File: src/rtl/fifo_drain_pkg.sv
// Shared definitions for the FIFO read-side drain engine.
// State encoding and skid-buffer depth.
package fifo_pkg;

  localparam logic [1:0] ST_IDLE  = 2'd0;
  localparam logic [1:0] ST_RUN   = 2'd1;
  localparam logic [1:0] ST_FLUSH = 2'd2;

  localparam int SKID_DEPTH = 2;

  typedef enum logic [1:0] {
    S_IDLE  = ST_IDLE,
    S_RUN   = ST_RUN,
    S_FLUSH = ST_FLUSH
  } state_t;

endpackage

File: src/rtl/fifo_drain_if.sv
// Valid/ready stream carrying drained FIFO words downstream.
// master drives valid/data, slave drives ready.
interface fifo_drain_if #(
  parameter int WIDTH = 8
);

  logic             m_valid;
  logic [WIDTH-1:0] m_data;
  logic             m_ready;

  modport master (
    output m_valid,
    output m_data,
    input  m_ready
  );

  modport slave (
    input  m_valid,
    input  m_data,
    output m_ready
  );

endinterface

File: src/rtl/fifo_drain_skid.sv
// Two-entry skid buffer absorbing the FIFO read latency.
// A write with a simultaneous read at full occupancy lands in the freed slot.
module fifo_skid_buf
  import fifo_pkg::*;
#(
  parameter int WIDTH = 8
) (
  input  logic             clk,
  input  logic             rst_n,
  input  logic             i_wr,
  input  logic             i_rd,
  input  logic             i_clr,
  input  logic [WIDTH-1:0] i_data,
  output logic [WIDTH-1:0] o_head,
  output logic [1:0]       o_occ
);

  logic [WIDTH-1:0] r_mem [SKID_DEPTH];
  logic             r_head;
  logic [1:0]       r_occ;
  logic             w_tail;

  // head+occ mod 2; at occ=2 this is the slot the read frees
  assign w_tail = r_head ^ r_occ[0];

  always_ff @(posedge clk or negedge rst_n) begin
    if (!rst_n) begin
      for (int i = 0; i < SKID_DEPTH; i++)
        r_mem[i] <= '0;
      r_head <= 1'b0;
      r_occ  <= 2'd0;
    end else if (i_clr) begin
      r_head <= 1'b0;
      r_occ  <= 2'd0;
    end else begin
      if (i_wr)
        r_mem[w_tail] <= i_data;
      if (i_rd)
        r_head <= ~r_head;
      r_occ <= r_occ + {1'b0, i_wr}
                     - {1'b0, i_rd};
    end
  end

  assign o_head = r_mem[r_head];
  assign o_occ  = r_occ;

endmodule

File: src/rtl/fifo_drain.sv
// Read-side drain engine: FIFO pop, skid buffer, stream out, flush.
// Optional drained-word counter enabled by FIFO_DRAIN_CNT_EN.
module fifo_drain
  import fifo_pkg::*;
#(
  parameter int WIDTH = 8,
  parameter int CNT_W = 16
) (
  input  logic             clk,
  input  logic             rst_n,
  input  logic             en,
  input  logic             flush,
  output logic             fifo_rd_en,
  input  logic [WIDTH-1:0] fifo_dout,
  input  logic             fifo_empty,
  fifo_drain_if.master     m,
  output logic             busy,
  output logic             flush_done,
  output logic [CNT_W-1:0] drain_cnt
);

  state_t           r_state;
  logic             r_inflight;
  logic             r_busy;
  logic             r_flush_done;
  logic [1:0]       w_occ;
  logic [WIDTH-1:0] w_head;
  logic             w_pop;
  logic             w_wr;
  logic             w_done;
  logic [2:0]       w_need;

  fifo_skid_buf #(.WIDTH(WIDTH)) u_skid (
    .clk    (clk),
    .rst_n  (rst_n),
    .i_wr   (w_wr),
    .i_rd   (w_pop),
    .i_clr  (flush),
    .i_data (fifo_dout),
    .o_head (w_head),
    .o_occ  (w_occ)
  );

  assign m.m_valid = (w_occ != 2'd0)
                  && (r_state != S_FLUSH);
  assign m.m_data  = w_head;
  assign w_pop     = m.m_valid && m.m_ready;
  // words landing during FLUSH are dropped
  assign w_wr      = r_inflight
                  && (r_state != S_FLUSH);
  assign w_need    = {1'b0, w_occ}
                   + {2'b0, r_inflight}
                   - {2'b0, w_pop};
  assign w_done    = (r_state == S_FLUSH)
                  && !flush
                  && fifo_empty
                  && !r_inflight;

  always_comb begin
    fifo_rd_en = 1'b0;
    unique case (1'b1)
      (r_state == S_RUN):
        fifo_rd_en = !fifo_empty
                  && (w_need < 3'd2);
      (r_state == S_FLUSH):
        fifo_rd_en = !fifo_empty;
      default:
        fifo_rd_en = 1'b0;
    endcase
  end

  always_ff @(posedge clk or negedge rst_n) begin
    if (!rst_n) begin
      r_state      <= S_IDLE;
      r_inflight   <= 1'b0;
      r_busy       <= 1'b0;
      r_flush_done <= 1'b0;
    end else begin
      r_inflight   <= fifo_rd_en;
      r_flush_done <= 1'b0;
      if (flush) begin
        r_state <= S_FLUSH;
        r_busy  <= 1'b1;
      end else begin
        unique case (r_state)
          S_IDLE: if (en) begin
            r_state <= S_RUN;
            r_busy  <= 1'b1;
          end
          S_RUN: if (!en) begin
            r_state <= S_IDLE;
            r_busy  <= 1'b0;
          end
          S_FLUSH: if (w_done) begin
            r_state      <= S_IDLE;
            r_busy       <= 1'b0;
            r_flush_done <= 1'b1;
          end
          default: begin
            r_state <= S_IDLE;
            r_busy  <= 1'b0;
          end
        endcase
      end
    end
  end

  assign busy       = r_busy;
  assign flush_done = r_flush_done;

`ifdef FIFO_DRAIN_CNT_EN
  logic [CNT_W-1:0] r_cnt;

  // cleared together with the flush_done pulse
  always_ff @(posedge clk or negedge rst_n) begin
    if (!rst_n)
      r_cnt <= '0;
    else if (w_done)
      r_cnt <= '0;
    else if (w_pop)
      r_cnt <= r_cnt + 1'b1;
  end

  assign drain_cnt = r_cnt;
`else
  assign drain_cnt = '0;
`endif

endmodule
File: src/flat_wrapper.sv
// flat-port wrapper written by rule: the top's interface ports become plain ports
module fifo_drain_flat import fifo_pkg::*;
#(
  parameter int WIDTH = 8,
  parameter int CNT_W = 16
)
  (clk, rst_n, en, flush, fifo_rd_en, fifo_dout, fifo_empty, busy, flush_done, drain_cnt, m_m_valid, m_m_data, m_m_ready);
  fifo_drain_if #(.WIDTH(WIDTH)) m_i ();
  input  logic clk;
  input  logic rst_n;
  input  logic en;
  input  logic flush;
  output logic fifo_rd_en;
  input  logic [WIDTH-1:0] fifo_dout;
  input  logic fifo_empty;
  output logic busy;
  output logic flush_done;
  output logic [CNT_W-1:0] drain_cnt;
  output wire logic [$bits(m_i.m_valid)-1:0] m_m_valid;
  output wire logic [$bits(m_i.m_data)-1:0] m_m_data;
  input wire logic [$bits(m_i.m_ready)-1:0] m_m_ready;
  assign m_m_valid = m_i.m_valid;
  assign m_m_data = m_i.m_data;
  assign m_i.m_ready = m_m_ready;
  fifo_drain #(.WIDTH(WIDTH), .CNT_W(CNT_W)) u_core (.clk(clk), .rst_n(rst_n), .en(en), .flush(flush), .fifo_rd_en(fifo_rd_en), .fifo_dout(fifo_dout), .fifo_empty(fifo_empty), .m(m_i), .busy(busy), .flush_done(flush_done), .drain_cnt(drain_cnt));
endmodule
File: config.mk
export PLATFORM = sky130hd
export DESIGN_NAME = fifo_drain_flat
export DESIGN_NICKNAME = d
export VERILOG_FILES = /design/src/rtl/fifo_drain_pkg.sv /design/src/rtl/fifo_drain_if.sv /design/src/rtl/fifo_drain_skid.sv /design/src/rtl/fifo_drain.sv /design/src/flat_wrapper.sv
export SDC_FILE = /design/constraint.sdc
export NUM_CORES = 1
export LEC_CHECK = 0
export CAP_MARGIN = 20
export CORE_MARGIN = 1
export CORE_UTILIZATION = 50
export CTS_BUF_LIST = sky130_fd_sc_hd__clkbuf_16
export DETAILED_ROUTE_END_ITERATION = 16
export PLACE_DENSITY = 0.84
export SLEW_MARGIN = 20
export SYNTH_ARGS = -nofsm -noshare
export SYNTH_HDL_FRONTEND = slang
export SYNTH_SLANG_ARGS = --single-unit
File: constraint.sdc
create_clock -name clk -period 3.75 [get_ports clk]
set_clock_uncertainty 0.05 [all_clocks]
set_input_delay 0.375 -clock clk [delete_from_list [all_inputs] [get_ports clk]]
set_output_delay 0.375 -clock clk [all_outputs]
set_load 0.03 [all_outputs]
Word-level counts from Yosys, hierarchy flattened
Cells that the tools add are included.
{"block": "word_totals", "register_bits": 24, "latchBits": 0, "ramBits": 0, "rom_bits": 0, "in_bits": 14, "output_inout_bits": 28, "word_cells": 66, "mem_count": 0}
{"block": "classes", "n_addsub": 4, "n_mul": 0, "div": 0, "order_cmp": 4, "eq_ne": 6, "shift": 0, "muxes": 23, "bitwise_logic": 5, "reduce_logical": 16}
{"operator": "$mux W8", "n": 4}
{"operator": "$bwmux W16", "n": 1}
{"operator": "$mux W2", "n": 5}
{"operator": "$mux W1", "n": 9}
{"operator": "$demux W8 S1", "n": 1}
{"operator": "$logic_and A1 B1 Y1", "n": 8}
{"operator": "$ne A3 B3 Y1 const B", "n": 2}
{"operator": "$pmux W2 S3", "n": 1}
{"operator": "$ge A2 B2 Y1 const B", "n": 2}
{"operator": "$not A1 Y2", "n": 2}
{"operator": "$reduce_bool A2 Y1", "n": 2}
{"operator": "$add A2 B1 Y3", "n": 1}
{"operator": "$logic_not A1 Y1", "n": 3}
{"operator": "$lt A3 B2 Y1 const B", "n": 1}
{"operator": "$ne A3 B2 Y1 const B", "n": 1}
{"operator": "$pmux W1 S3", "n": 1}
{"operator": "$reduce_and A3 Y1", "n": 1}
{"operator": "$sub A3 B1 Y3", "n": 1}
{"operator": "$add A2 B1 Y2", "n": 1}
{"operator": "$eq A2 B1 Y1 const B", "n": 1}
{"operator": "$eq A2 B2 Y1 const B", "n": 1}
{"operator": "$logic_not A2 Y1", "n": 1}
{"operator": "$lt A2 B1 Y1 const B", "n": 1}
{"operator": "$ne A2 B2 Y1 const B", "n": 1}
{"operator": "other kinds (5)", "n": 6}

Depth between registers and ports, before layout
Gate-level depths: netlist (run 1).
{"block": "depth", "word_depth": 7, "mapped_depth": 9, "depth_no_buf": 9}

Modules after synthesis
A second synthesis (run 1) with hierarchy kept.
{"block": "hier_totals", "hier_cells": 107, "area_unflattened_um2": 1358.8}
{"module": "fifo_skid_buf", "instances": 1, "cells_each": 58, "area_per_inst_um2": 878.3, "seq_area_each_um2": 475.5}
{"module": "fifo_drain", "instances": 1, "cells_each": 49, "area_per_inst_um2": 480.5, "seq_area_each_um2": 125.1}

Worst setup path after synthesis (run 1)
Ideal clock, no wire load.
{"block": "synth_timing", "path_type": "register -> output", "from": "register u_core.r_state[0]", "to": "output port fifo_rd_en", "arrival_time_ns": 2.853, "required_time_ns": 3.325, "path_slack_ns": 0.472, "stages_incl_launch_ff": 10, "n_path_buf": 0, "cell_sequence": "dfrtp_1 inv_1 ha_1 nor3b_1 ha_1 nand2b_1 fa_1 xnor2_1 a31oi_1 nor3b_1"}
{"block": "synth_between", "elab_chain_cells": 7, "word_cells_on_any_way": 9, "classes_between": "add/sub: 1; order compare: 1; eq/ne: 3; mux: 1; reduce/logical: 3"}
{"item": "from (decl)", "line": "fifo_drain.sv:22", "rtl": "state_t r_state;"}
{"item": "from (signal assigned)", "line": "fifo_drain.sv:74", "rtl": "r_state <= S_IDLE;"}
{"item": "from (signal assigned)", "line": "fifo_drain.sv:82", "rtl": "r_state <= S_FLUSH;"}
{"item": "from (signal assigned)", "line": "fifo_drain.sv:87", "rtl": "r_state <= S_RUN;"}
{"item": "$ne A2 B2 Y1", "line": "fifo_drain.sv:45", "rtl": "&& (r_state != S_FLUSH);"}
{"item": "$logic_and A1 B1 Y1", "line": "fifo_drain.sv:45"}
{"item": "$logic_and A1 B1 Y1", "line": "fifo_drain.sv:47", "rtl": "assign w_pop = m.m_valid && m.m_ready;"}
{"item": "$sub A3 B1 Y3", "line": "fifo_drain.sv:53", "rtl": "- {2'b0, w_pop};"}
{"item": "$lt A3 B2 Y1", "line": "fifo_drain.sv:64", "rtl": "&& (w_need < 3'd2);"}
{"item": "$logic_and A1 B1 Y1", "line": "fifo_drain.sv:64"}
{"item": "$pmux W1 S2 (*)", "line": "fifo_drain.sv:61", "rtl": "unique case (1'b1)"}
{"item": "to (decl)", "line": "flat_wrapper.sv:13", "rtl": "output logic fifo_rd_en;"}
Mark *: on every way between the ends. The rest lies on a longest branch, timed or not.

Worst setup path after layout (run 1)
Ends and elaborated chain as after synthesis.

==> metrics.md, run 1 <==
| Metric | Value |
|---|---|
| Status | `complete, no violations` |
| Critical path data required time | `about 3.3 ns` |
| Top cells by area, synth | `dfrtp_1 43%, mux2_2 14%, buf_4 8.7%, mux2_4 8.7%, ha_1 5.4%` |
| Clk root buf | `clkbuf_16` |
| CTS Sinks | `24` |
| CTS clk-pin slew, worst paths | `0.06 ns` |
| Port Buf Inserts | `25` |
| Drt first pass iters | `3` |
| Crit. path cell count | `10` |
| Final hold violations | `0` |
| Post-layout nets | `160` |
| Vias | `821` |
| Die Width | `~55 µm` |
| Worst Setup EP | `fifo_rd_en` |
| Number of global-route vias before repair | `a little over 800` |
| Hold Buf Count CTS | `0` |
| R2r startpoint | `u_core.r_state[0]` |
| CP top delay family | `adder cells` |
| Min cycle time layout | `3.29 ns` |
| Share of cells above drive strength 1 | `25.4%` |
| Max VDD drop | `between 0.0005 and 0.0006 V` |
| Routed Antenna Nets | `0` |
| TritonCTS buffer count | `3` |
| Seq/Total Area, Yosys | `between 40% and 50%` |
| Ports | `42` |
| Pre-CTS setup slack | `around 0.21 ns` |
| Cell Rows | `18` |
| Area Growth Syn to Fin | `22.7%` |
| CP Cell Sequence | `inv_1 > ha_1 > nor3b_1 > ha_1 > nand2b_1 > fa_1 > xnor2_1 > a31oi_1 > nor3b_1 > dlymetal6s2s_1` |
| CP max-delay cell | `dfrtp_1` |
| Die footprint | `a little under 0.003 mm²` |
| Longest Clk Path Bufs | `2` |
| Setup crit start kind | `flop` |
| Fin crit share | `a little under 90%` |
| Fin. max-slew vios | `0` |
| Ant. Diodes | `0` |
| Power share of the clock group | `between 20 and 25%` |
| WL/cell | `roughly 14 µm` |
| Dominant cell type by area after synthesis | `dfrtp_1` |
| First-pass GRT wire length | `3860 µm` |
| Crit path DAT | `approximately 2.9 ns` |
| Cells after synthesis | `roughly 110` |
| GRT overflow | `0` |
| CP Capture Type | `output pin` |
| H-tree Lvls | `1` |
| RSZ-0062 raised after global routing | `no` |
| Area after DPL | `roughly 0.0016 mm²` |
| Area share of the largest cell type after synthesis | `43.4%` |
| CP max FO | `3` |
| Synth Register Bits | `24` |
| Switching power total | `around 0.0004 W` |
| Logic pwr share | `about two fifths` |
| DR iter-0 viols | `9` |
| Final setup viols | `0` |
| Clk_lat worst skew | `about 0.25 ns` |
| Achievable Freq | `just over 300 MHz` |
| R2r setup slk | `1.32 ns` |
| Reg2reg path depth | `9` |
| CP Class | `reg2out` |
| Leakage | `between 0.8 and 0.9 nW` |
| Fill count | `between 150 and 200` |
| Syn Area/Cell | `roughly 12 µm²` |
| TNS Setup | `0 ns` |
| Max Cap Viol | `0` |
| Initial core utilization | `a little over half` |
| Slew @ Worst Pin | `between 0.5 and 0.6 ns` |
| PD cells | `713 mW/mm²` |
| CTS tree | `done` |
| Core Region | `around 0.0025 mm²` |
| Drt total wl | `2350 µm` |
| Vias per cell | `4.89` |
| CP max stage delay | `roughly 0.4 ns` |
| Initial antenna violation count | `0` |
| DP HPWL | `1720 µm` |
| Yosys Warn Count | `0` |
| Worst hold-check path type | `in2async` |
| Internal power | `between 0.0008 and 0.0009 W` |
| Largest net degree at the start of global routing | `25` |
| WHS | `0.0475 ns` |
| Die H | `54.6 µm` |
| Sw Ratio | `32.3%` |
| Crit path buffers/inverters | `2` |
| DRC Markers | `0` |
| Post-Syn Area | `roughly 0.0014 mm²` |
| CP Launch Point | `u_core.r_state[0]` |
| Max-slew headroom | `between 60 and 70%` |
| Slack of the critical path | `around 0.46 ns` |
| Gr usage total | `between 10% and 20%` |
| Final GP Congestion | `between 0.7 and 0.8` |
| FF-to-FF End | `u_core.r_inflight` |
| Unique masters post-synth | `24` |
| Sequential share of power | `between 30% and 40%` |
| Post-Layout Inst Area | `between 0.0015 and 0.002 mm²` |
==> sequential cells by signal, summed over array words and instances, names as in the netlist <==
| register | cells |
|---|---|
| u_core.busy | 1 |
| u_core.flush_done | 1 |
| u_core.r_inflight | 1 |
| u_core.r_state | 2 |
| u_core.u_skid.o_occ | 2 |
| u_core.u_skid.r_head | 1 |
| u_core.u_skid.r_mem | 16 |
==> repair_timing <==
action	CTS	global route
endpoints found under the setup margin	0	1
buffers inserted	0	0
gates resized for setup	0	1
==> worst min-delay path by stage <==
stage,startpoint,endpoint,slack (ns),cells past startpoint
floorplan,rst_n,u_core.busy,0.03,0
global placement,u_core.u_skid.r_mem[5],u_core.u_skid.r_mem[5],0.43,1
detailed placement,u_core.u_skid.r_mem[6],u_core.u_skid.r_mem[6],0.44,1
CTS,u_core.u_skid.r_mem[6],u_core.u_skid.r_mem[6],0.46,1
global route,rst_n,u_core.r_state[0],0.09,1
finish,rst_n,u_core.u_skid.r_mem[11],0.05,1
==> kinds of logic after synthesis <==
| family | count (synthesis) | share of synthesized area [%] |
|---|---|---|
| fa+ha+maj | 7 | 6.87 |
| buf+inv | 25 | 12.3 |
| xor+xnor | 4 | 2.53 |
| other cells | 1 | 0.271 |
| mux | 27 | 24.0 |
| compound gates | 3 | 1.90 |
| simple gates | 20 | 8.77 |
| flops | 24 | 43.4 |
==> area by class of cell <==
class                      count  area [µm²]  share of cell area (%)
clock buffer                   3        75.1                    4.42
clock inverter                 1        30.0                    1.77
inverter                       6        22.5                    1.33
multi-input combinational     77         669                    39.4
sequential                    24         601                    35.4
tap                           30        37.5                    2.21
timing repair buffer          27         263                    15.5
==> layout by cell type (no fill, tap or decap) <==
| cell | n |
|---|---|
| dfrtp_1 | 24 |
| clkdlybuf4s50_1 | 23 |
| mux2_2 | 17 |
| conb_1 | 16 |
| mux2_4 | 8 |
| nor2_1 | 7 |
| inv_1 | 6 |
| ha_1 | 6 |
| nand2b_1 | 3 |
| nor3b_1 | 3 |
| clkbuf_16 | 3 |
| xnor2_1 | 2 |
| and2b_1 | 2 |
| xor2_1 | 2 |
| mux2i_1 | 2 |
| nand2_1 | 2 |
| buf_4 | 2 |
| a31oi_1 | 1 |
| nor3b_4 | 1 |
| nand2_2 | 1 |
| nor2b_1 | 1 |
| a221oi_2 | 1 |
| o21ai_0 | 1 |
| fa_1 | 1 |
| bufinv_16 | 1 |
| buf_2 | 1 |
| dlymetal6s2s_1 | 1 |
==> routing by layer <==
| layer | up-vias | share of wire, % | track usage (%) |
|---|---|---|---|
| li1 | 388 | - | - |
| met1 | 403 | 44 | 25.1 |
| met2 | 28 | 52 | 30.9 |
| met3 | 2 | 2.6 | 2.50 |
| met4 | 0 | 0.81 | 3.85 |
| met5 | - | 0 | 0 |
==> synthesized netlist by cell type <==
| master | number |
|---|---|
| a221oi_2 | 1 |
| a31oi_1 | 1 |
| and2b_1 | 2 |
| buf_2 | 1 |
| buf_4 | 16 |
| buf_6 | 2 |
| conb_1 | 1 |
| dfrtp_1 | 24 |
| fa_1 | 1 |
| ha_1 | 6 |
| inv_1 | 6 |
| mux2_2 | 17 |
| mux2_4 | 8 |
| mux2i_1 | 2 |
| nand2_1 | 2 |
| nand2_2 | 1 |
| nand2b_1 | 3 |
| nor2_1 | 7 |
| nor2b_1 | 1 |
| nor3b_1 | 3 |
| nor3b_4 | 1 |
| o21ai_0 | 1 |
| xnor2_1 | 2 |
| xor2_1 | 2 |
==> through the flow <==
step,total power [W],std cells,utilization (%)
after floorplan,0.000752,126,-
after global placement,0.000886,164,62.7
after detailed placement,0.000909,164,62.7
after CTS,0.00122,168,66.8
after global routing,0.00128,168,66.7
final,0.00121,168,66.7
==> power groups by stage <==
| stage | combinational (W) | clock, W | sequential, W |
|---|---|---|---|
| floorplan | 0.000359 | 0 | 0.000394 |
| global placement | 0.000489 | 0 | 0.000397 |
| detailed placement | 0.000503 | 0 | 0.000406 |
| CTS | 0.000512 | 0.000306 | 0.000405 |
| global route | 0.000539 | 0.000318 | 0.000418 |
| finish | 0.000505 | 0.000300 | 0.000405 |
Note: power is estimated with default switching activity, not from simulation.
==> run 2, diff against run 1 <==
--- a/config.mk
+++ b/config.mk
@@ -10,6 +10,7 @@
 export CORE_UTILIZATION = 50
 export CTS_BUF_LIST = sky130_fd_sc_hd__clkbuf_16
 export DETAILED_ROUTE_END_ITERATION = 16
+export HOLD_SLACK_MARGIN = 0.03
 export PLACE_DENSITY = 0.84
 export SLEW_MARGIN = 20
 export SYNTH_ARGS = -nofsm -noshare
==> results of run 2 <==
Final layout, timing and power as in run 1 (identical DEF).
==> run 3, diff against run 2 <==
--- a/config.mk
+++ b/config.mk
@@ -16,3 +16,4 @@
 export SYNTH_ARGS = -nofsm -noshare
 export SYNTH_HDL_FRONTEND = slang
 export SYNTH_SLANG_ARGS = --single-unit
+export TNS_END_PERCENT = 50
==> results of run 3 <==
Final layout, timing and power as in run 1 (identical DEF).
